### src/rtl/mips_pkg.sv
// -----------------------------------------------------------------------------
// mips_pkg
// Shared definitions for the MEM-stage data memory responder.
//   dmem_state_t  : responder FSM state encoding (IDLE / WAIT / RESP)
//   DMEM_DEPTH    : default number of 32-bit words in the data memory
//   DMEM_LATENCY  : default wait cycles between acceptance and response
//   DMEM_CNT_W    : width of the latency counter (LATENCY range 0..15)
// -----------------------------------------------------------------------------
package mips_pkg;

  localparam int DMEM_DEPTH   = 32;
  localparam int DMEM_LATENCY = 2;
  localparam int DMEM_CNT_W   = 4;
  localparam int DMEM_WORD_W  = 32;

  typedef enum logic [1:0] {
    IDLE = 2'd0,
    WAIT = 2'd1,
    RESP = 2'd2
  } dmem_state_t;

  // Address bits needed to index a memory of the given depth; never below 1
  // so a single-word memory still gets a legal index port.
  function automatic int dmem_addr_w(input int depth);
    return (depth > 1) ? $clog2(depth) : 1;
  endfunction

endpackage : mips_pkg

### src/rtl/data_mem_resp_if.sv
// -----------------------------------------------------------------------------
// data_mem_resp_if
// Request/response bundle between the MEM stage (master) and the data memory
// responder (slave).
//   req_valid  : access request present            (master -> slave)
//   req_we     : 1 = store, 0 = load                (master -> slave)
//   req_addr   : word address                       (master -> slave)
//   req_wdata  : store data                         (master -> slave)
//   req_ready  : responder can accept this cycle    (slave -> master)
//   resp_valid : one-cycle response strobe         (slave -> master)
//   resp_rdata : load data, 0 for stores and errors (slave -> master)
//   resp_err   : address out of range               (slave -> master)
//   stall      : pipeline hold request              (slave -> master)
// -----------------------------------------------------------------------------
interface data_mem_resp_if;
  import mips_pkg::*;

  logic                   req_valid;
  logic                   req_we;
  logic [DMEM_WORD_W-1:0] req_addr;
  logic [DMEM_WORD_W-1:0] req_wdata;
  logic                   req_ready;
  logic                   resp_valid;
  logic [DMEM_WORD_W-1:0] resp_rdata;
  logic                   resp_err;
  logic                   stall;

  modport master (
    output req_valid, req_we, req_addr, req_wdata,
    input  req_ready, resp_valid, resp_rdata, resp_err, stall
  );

  modport slave (
    input  req_valid, req_we, req_addr, req_wdata,
    output req_ready, resp_valid, resp_rdata, resp_err, stall
  );

endinterface : data_mem_resp_if

### src/rtl/dmem_array.sv
// -----------------------------------------------------------------------------
// dmem_array
// Word-addressed storage for the data memory responder.
//   clk       : clock, all updates on the rising edge
//   rst_n     : synchronous active-low reset; loads mem[i] = i
//   wr_en_i   : write wdata_i to addr_i on this edge
//   rd_en_i   : sample mem[addr_i] into the read register on this edge
//   addr_i    : word index (caller guarantees addr_i < DEPTH)
//   wdata_i   : write data
//   rdata_o   : registered read data, held until the next read
// -----------------------------------------------------------------------------
module dmem_array
  import mips_pkg::*;
#(
  parameter int DEPTH = DMEM_DEPTH,
  parameter int AW    = dmem_addr_w(DEPTH)
) (
  input  logic                   clk,
  input  logic                   rst_n,
  input  logic                   wr_en_i,
  input  logic                   rd_en_i,
  input  logic [AW-1:0]          addr_i,
  input  logic [DMEM_WORD_W-1:0] wdata_i,
  output logic [DMEM_WORD_W-1:0] rdata_o
);

  logic [DMEM_WORD_W-1:0] mem_q [DEPTH];
  logic [DMEM_WORD_W-1:0] rdata_q;

  // NOTE: the storage is reset on purpose: the memory must come out of reset
  // holding mem[i] = i, so it is built from flops rather than a RAM macro.
  always_ff @(posedge clk) begin
    if (!rst_n) begin
      for (int i = 0; i < DEPTH; i++) begin
        mem_q[i] <= DMEM_WORD_W'(i);
      end
    end else if (wr_en_i) begin
      mem_q[addr_i] <= wdata_i;
    end
  end

  // Read data is captured once at acceptance and then held, so the response
  // can be presented any number of wait cycles later.
  // NOTE: sequential state uses non-blocking assignments so every flop samples
  // pre-edge values regardless of block ordering.
  always_ff @(posedge clk) begin
    if (!rst_n) begin
      rdata_q <= '0;
    end else if (rd_en_i) begin
      rdata_q <= mem_q[addr_i];
    end
  end

  assign rdata_o = rdata_q;

endmodule : dmem_array

### src/rtl/data_mem_resp.sv
// -----------------------------------------------------------------------------
// data_mem_resp
// MEM-stage data memory responder. Accepts one load/store at a time, waits
// LATENCY cycles, then returns a one-cycle response.
//   clk   : clock, all state updates on the rising edge
//   rst_n : synchronous active-low reset
//   bus   : data_mem_resp_if.slave (request in, response/stall out)
// Parameters:
//   DEPTH   : number of 32-bit words
//   LATENCY : wait cycles between acceptance and response (0..15)
// Timing: a request accepted on edge k is answered in the (LATENCY+1)th cycle
// after that edge; the FSM is back in IDLE the cycle after, so back-to-back
// accesses run at one per LATENCY+2 cycles.
// -----------------------------------------------------------------------------
module data_mem_resp
  import mips_pkg::*;
#(
  parameter int DEPTH   = DMEM_DEPTH,
  parameter int LATENCY = DMEM_LATENCY
) (
  input  logic           clk,
  input  logic           rst_n,
  data_mem_resp_if.slave bus
);

  localparam int AW = dmem_addr_w(DEPTH);

  dmem_state_t           state_q, state_d;
  logic [DMEM_CNT_W-1:0] cnt_q,   cnt_d;
  logic                  is_load_q, is_load_d;
  logic                  err_q,   err_d;

  logic                   accept;
  logic                   addr_oob;
  logic                   mem_wr_en;
  logic                   mem_rd_en;
  logic [DMEM_WORD_W-1:0] mem_rdata;

  // Requests are only looked at in IDLE; anything on the bus during WAIT or
  // RESP is ignored, so dropping req_valid mid-transaction is harmless.
  assign accept   = bus.req_valid && (state_q == IDLE);
  assign addr_oob = (bus.req_addr >= DMEM_WORD_W'(DEPTH));

  // Out-of-range accesses never touch the array; the error is reported in RESP.
  assign mem_wr_en = accept && !addr_oob &&  bus.req_we;
  assign mem_rd_en = accept && !addr_oob && !bus.req_we;

  // NOTE: every always_comb output gets a default first (hold current value)
  // so no path through the case leaves a signal unassigned and infers a latch.
  always_comb begin
    state_d   = state_q;
    cnt_d     = cnt_q;
    is_load_d = is_load_q;
    err_d     = err_q;

    case (state_q)
      IDLE: begin
        if (accept) begin
          is_load_d = !bus.req_we;
          err_d     = addr_oob;
          if (LATENCY == 0) begin
            state_d = RESP;
          end else begin
            state_d = WAIT;
            cnt_d   = DMEM_CNT_W'(LATENCY);
          end
        end
      end

      // The counter spends exactly LATENCY cycles here: the edge that takes it
      // from 1 to 0 is also the edge that enters RESP.
      WAIT: begin
        cnt_d = (cnt_q == '0) ? '0 : cnt_q - 1'b1;
        if (cnt_q <= DMEM_CNT_W'(1)) begin
          state_d = RESP;
        end
      end

      RESP: begin
        state_d = IDLE;
      end

      default: begin
        state_d = IDLE;
        cnt_d   = '0;
      end
    endcase
  end

  // Reset aborts any in-flight transaction: the FSM drops back to IDLE and no
  // response is produced for it.
  always_ff @(posedge clk) begin
    if (!rst_n) begin
      state_q   <= IDLE;
      cnt_q     <= '0;
      is_load_q <= 1'b0;
      err_q     <= 1'b0;
    end else begin
      state_q   <= state_d;
      cnt_q     <= cnt_d;
      is_load_q <= is_load_d;
      err_q     <= err_d;
    end
  end

  dmem_array #(
    .DEPTH (DEPTH),
    .AW    (AW)
  ) u_dmem_array (
    .clk     (clk),
    .rst_n   (rst_n),
    .wr_en_i (mem_wr_en),
    .rd_en_i (mem_rd_en),
    .addr_i  (bus.req_addr[AW-1:0]),
    .wdata_i (bus.req_wdata),
    .rdata_o (mem_rdata)
  );

  // All outputs decode registered state, so they are glitch-free and hold
  // steady between events. Read data is forced to 0 outside RESP, for stores
  // and for out-of-range accesses.
  assign bus.req_ready  = (state_q == IDLE);
  assign bus.resp_valid = (state_q == RESP);
  assign bus.resp_err   = (state_q == RESP) && err_q;
  assign bus.resp_rdata = ((state_q == RESP) && is_load_q && !err_q) ? mem_rdata : '0;

  // The MEM stage holds while a request is waiting for acceptance or a
  // transaction is in flight; the RESP cycle releases it.
  assign bus.stall = (bus.req_valid && (state_q != RESP)) || (state_q == WAIT);

endmodule : data_mem_resp

### src/flat_wrapper.sv
// flat-port wrapper written by rule: the top's interface ports become plain ports
module data_mem_resp_flat import mips_pkg::*;
#(
  parameter int DEPTH   = DMEM_DEPTH,
  parameter int LATENCY = DMEM_LATENCY
)
  (clk, rst_n, bus_req_valid, bus_req_we, bus_req_addr, bus_req_wdata, bus_req_ready, bus_resp_valid, bus_resp_rdata, bus_resp_err, bus_stall);
  data_mem_resp_if bus_i ();
  input  logic clk;
  input  logic rst_n;
  input wire logic [$bits(bus_i.req_valid)-1:0] bus_req_valid;
  input wire logic [$bits(bus_i.req_we)-1:0] bus_req_we;
  input wire logic [$bits(bus_i.req_addr)-1:0] bus_req_addr;
  input wire logic [$bits(bus_i.req_wdata)-1:0] bus_req_wdata;
  output wire logic [$bits(bus_i.req_ready)-1:0] bus_req_ready;
  output wire logic [$bits(bus_i.resp_valid)-1:0] bus_resp_valid;
  output wire logic [$bits(bus_i.resp_rdata)-1:0] bus_resp_rdata;
  output wire logic [$bits(bus_i.resp_err)-1:0] bus_resp_err;
  output wire logic [$bits(bus_i.stall)-1:0] bus_stall;
  assign bus_i.req_valid = bus_req_valid;
  assign bus_i.req_we = bus_req_we;
  assign bus_i.req_addr = bus_req_addr;
  assign bus_i.req_wdata = bus_req_wdata;
  assign bus_req_ready = bus_i.req_ready;
  assign bus_resp_valid = bus_i.resp_valid;
  assign bus_resp_rdata = bus_i.resp_rdata;
  assign bus_resp_err = bus_i.resp_err;
  assign bus_stall = bus_i.stall;
  data_mem_resp #(.DEPTH(DEPTH), .LATENCY(LATENCY)) u_core (.clk(clk), .rst_n(rst_n), .bus(bus_i));
endmodule
### config.mk
export PLATFORM = sky130hd
export DESIGN_NAME = data_mem_resp_flat
export DESIGN_NICKNAME = d
export VERILOG_FILES = /design/src/rtl/mips_pkg.sv /design/src/rtl/data_mem_resp_if.sv /design/src/rtl/dmem_array.sv /design/src/rtl/data_mem_resp.sv /design/src/flat_wrapper.sv
export SDC_FILE = /design/constraint.sdc
export NUM_CORES = 1
export LEC_CHECK = 0
export CORE_MARGIN = 2
export CORE_UTILIZATION = 35
export DETAILED_ROUTE_END_ITERATION = 16
export GPL_TIMING_DRIVEN = 0
export PLACE_DENSITY = 0.51
export SLEW_MARGIN = 30
export SYNTH_ARGS = -nofsm -noshare
export SYNTH_HDL_FRONTEND = slang
export SYNTH_SLANG_ARGS = --single-unit
### constraint.sdc
create_clock -name clk -period 10.1 [get_ports clk]
set_input_delay 1.515 -clock clk [delete_from_list [all_inputs] [get_ports clk]]
set_output_delay 1.515 -clock clk [all_outputs]
set_load 0.05 [all_outputs]
==> results of run 1 <==
-- registers in the layout (all words and copies together) (netlist names) --
signal	count
u_core.cnt_q	4
u_core.err_q	1
u_core.is_load_q	1
u_core.state_q	2
u_core.u_dmem_array.mem_q	1024
u_core.u_dmem_array.rdata_o	32
-- placed cells by master (no fill, tap or decap), types with 4 or more instances in the layout --
| cell type | n |
|---|---|
| edfxtp_1 | 1024 |
| and2_1 | 979 |
| mux2i_1 | 332 |
| clkbuf_1 | 273 |
| o22ai_1 | 166 |
| clkbuf_16 | 116 |
| clkdlybuf4s50_1 | 103 |
| mux4_2 | 90 |
| or3_1 | 81 |
| buf_16 | 52 |
| buf_2 | 41 |
| clkbuf_2 | 41 |
| dfxtp_1 | 40 |
| nor3_1 | 36 |
| nand4_1 | 35 |
| o211a_1 | 33 |
| nor2_1 | 32 |
| o21ai_4 | 32 |
| a211oi_1 | 29 |
| a22oi_1 | 28 |
| clkinv_2 | 20 |
| clkinv_1 | 20 |
| bufinv_16 | 14 |
| buf_8 | 12 |
| diode_2 | 9 |
| nor4_1 | 9 |
| nand2_1 | 8 |
| nor2b_1 | 6 |
| nand4bb_1 | 6 |
| clkinvlp_4 | 6 |
| nand3_1 | 5 |
| o21ai_0 | 5 |
| nor2_2 | 5 |
| clkbuf_8 | 5 |
| buf_6 | 4 |
| nand3b_1 | 4 |
| nand4b_1 | 4 |
| or4b_2 | 4 |
-- worst paths after layout --
kind / from / endpoint / slack, ps / cells after the start
min reg2reg: u_core.u_dmem_array.rdata_o[19] / u_core.u_dmem_array.rdata_o[19] / 490 / 1
min: u_core.u_dmem_array.rdata_o[19] / u_core.u_dmem_array.rdata_o[19] / 490 / 1
max: u_core.state_q[0] / bus_resp_rdata[1] / 4580 / 6
max reg2reg: u_core.state_q[1] / u_core.u_dmem_array.mem_q[10][14] / 6410 / 7
-- critical path, cell delays in order, from the launching register on --
cell and delay [ps]:
dfxtp_1 300, buf_6 140, nor2b_1 180, and3b_1 660, clkbuf_1 600, and2_1 470
clkdlybuf4s50_1 890
-- per-layer routing --
metal	GRT usage (%)	up-vias	wire (µm)
li1	-	13010	-
met2	37.06	1196	76180
met3	3.908	192	13430
met5	0	-	0
met4	6.794	0	4329
met1	33.92	15320	73730
-- cells by family (layout without fill, tap and decap cells) --
logic type,Yosys count,after routing,share of synthesized area [%]
muxes,422,422,11.15
other,0,9,0
AOI/OAI and AO/OA,299,299,4.220
xor gates and xnor gates,1,1,0.01826
and+or+nand+nor,1235,1235,16.02
DFF,1064,1064,65.77
buffers and inverters,339,718,2.819
-- metrics by stage --
| stage | hold slack (ps) | util (%) | power (mW) | instance area, µm² |
|---|---|---|---|---|
| 2_1_floorplan | 464.2 | - | 5.408 | 47970 |
| 3_3_place_gp | 472.2 | 37.73 | 5.739 | 51230 |
| 3_5_place_dp | 479.6 | 39.27 | 5.800 | 53330 |
| 4_1_cts | 494.0 | 42.03 | 10.05 | 57070 |
| 5_1_grt | 509.4 | 42.03 | 10.26 | 57070 |
| 6_report | 493.3 | 42.04 | 10.01 | 57090 |
-- final cells by class --
cell class | count | area, µm² | area share [%]
clock inverters | 64 | 683.2 | 1.197
inverters | 1 | 3.754 | 0.006574
plain buffers | 338 | 1405 | 2.461
flip-flops and latches | 1064 | 31550 | 55.26
clock buffers | 145 | 3062 | 5.362
multi-input cells | 1957 | 15450 | 27.06
repair buffers | 170 | 2690 | 4.712
well taps | 1781 | 2228 | 3.903
diodes | 9 | 22.52 | 0.03945
-- where the power goes --
group          switching, mW  total (mW)  leakage (nW)  internal (mW)
Combinational          0.479       0.720          8.39          0.241
Sequential            0.0383        4.99          10.6           4.96
Clock                   1.81        4.29          1.82           2.49
Total                   2.32        10.0          20.8           7.68
==> impl_metrics.env, run 1 <==
export IMPL_synth_top_area_share_pct=64.10
export IMPL_wl_um=167700
export IMPL_grt_pass1_wl_um=231200
export IMPL_fp_dieW_um=374.2
export IMPL_place_gp_congestion=0.9212
export IMPL_ys_warnings_count=0
export IMPL_io_buffers=103
export IMPL_maxSlewViolCount=0
export IMPL_relSlewSlack_pct=31.31
export IMPL_die_h_um=374.2
export IMPL_cts_repair_resize_count=0
export IMPL_synth_edf_count=1024
export IMPL_clock_latency_ps=740
export IMPL_fin_cells=5529
export IMPL_synth_main_ff_cell="edfxtp_1"
export IMPL_synth_cells=3360
export IMPL_hold_buffers=0
export IMPL_root_buffer="clkbuf_16"
export IMPL_worstPathMaxFanout=10
export IMPL_power_leakage_nw=20.83
export IMPL_vias_per_cell=5.376
export IMPL_cp_end_kind="primary output"
export IMPL_place_ws_ps=4532
export IMPL_drive_gt1_share_pct=12.30
export IMPL_fin_crit_ps=5516
export IMPL_setup_violations=0
export IMPL_syn_area_per_cell_um2=14.28
export IMPL_io_pins=104
export IMPL_grt_max_degree=20
export IMPL_via_count=29720
export IMPL_worst_slew_pin_slew_ps=1030
export IMPL_rows=135
export IMPL_dp_cells=5311
export IMPL_drt_iter0_drc=3394
export IMPL_synth_cell_types=47
export IMPL_synth_fp_nets=3428
export IMPL_clk_pin_slew_ps=60
export IMPL_area_growth_pct=19.01
export IMPL_cts_buffer_depth=3
export IMPL_h_tree_depth=3
export IMPL_cts_tree="yes"
export IMPL_grt_use_total_pct=23.68
export IMPL_cp_required_ps=8590
export IMPL_ir_drop_v=0.0001607
export IMPL_max_freq_ghz=0.1813
export IMPL_fp_coreArea_um2=135800
export IMPL_finalSetupTns_ps=0
export IMPL_yosysSeqAreaShare_pct=65.77
export IMPL_postCtsSetupBuffers=0
export IMPL_post_route_period_util_pct=54.62
export IMPL_powerDensity_nw_per_um2=175.3
export IMPL_drv_cap=0
export IMPL_start_util_pct=35.33
export IMPL_final_nets=3715
export IMPL_worst_clock_skew_ps=26.91
export IMPL_wl_per_cell_um=30.33
export IMPL_yosysMostFrequentCell="edfxtp_1"
export IMPL_path_class="register to primary output"
export IMPL_synth_seq_cells=1064
export IMPL_crit_path_start_kind="register"
export IMPL_cts_buffers=115
export IMPL_synth_top_area_cell="edfxtp_1"
export IMPL_rsz0062_at_grt="false"
export IMPL_synthTopCellsByArea="edfxtp_1 64%, and2_1 13%, mux2i_1 6.9%"
export IMPL_n_fill_cell=12450
export IMPL_first_global_vias=29170
export IMPL_detail_route_antenna_nets=0
export IMPL_syn_cell_area_um2=47970
export IMPL_async_reset_ff_share_pct=0
export IMPL_grt_overflow=0
export IMPL_setup_ws_ps=4584
export IMPL_cts_sinks=1064
export IMPL_status="finished clean"
export IMPL_die_area_um2=140000
export IMPL_antenna_found_initial=8
export IMPL_firstDrtPassIters=5
export IMPL_hold_class="register to register"
export IMPL_crit_arrival_ps=4000
export IMPL_hold_violations=0
export IMPL_ys_top_cells_by_count="1024 x edfxtp_1, 979 x and2_1, 332 x mux2i_1"
export IMPL_route_detailed_drc=0
export IMPL_dpl_hpwl_um=126000
Power figures use the tool's default switching activity.
==> inputs of run 2 (changes only) <==
==> constraint.sdc (replaced) <==
create_clock -name clk -period 5.12 [get_ports clk]
set_input_delay 0.768 -clock clk [delete_from_list [all_inputs] [get_ports clk]]
set_output_delay 0.768 -clock clk [all_outputs]
set_load 0.05 [all_outputs]
==> results of run 2 <==
The final DEF is identical to that of run 1. Status: finished clean.
Main changes from that run: setup slack after placement 4532 ps -> 298.9 ps; setup slack after layout 4584 ps -> 350.8 ps; register-to-register setup slack 6410 ps -> 1430 ps; total power 10.01 mW -> 19.74 mW; worst IR drop on VDD 0.0001607 V -> 0.0003170 V
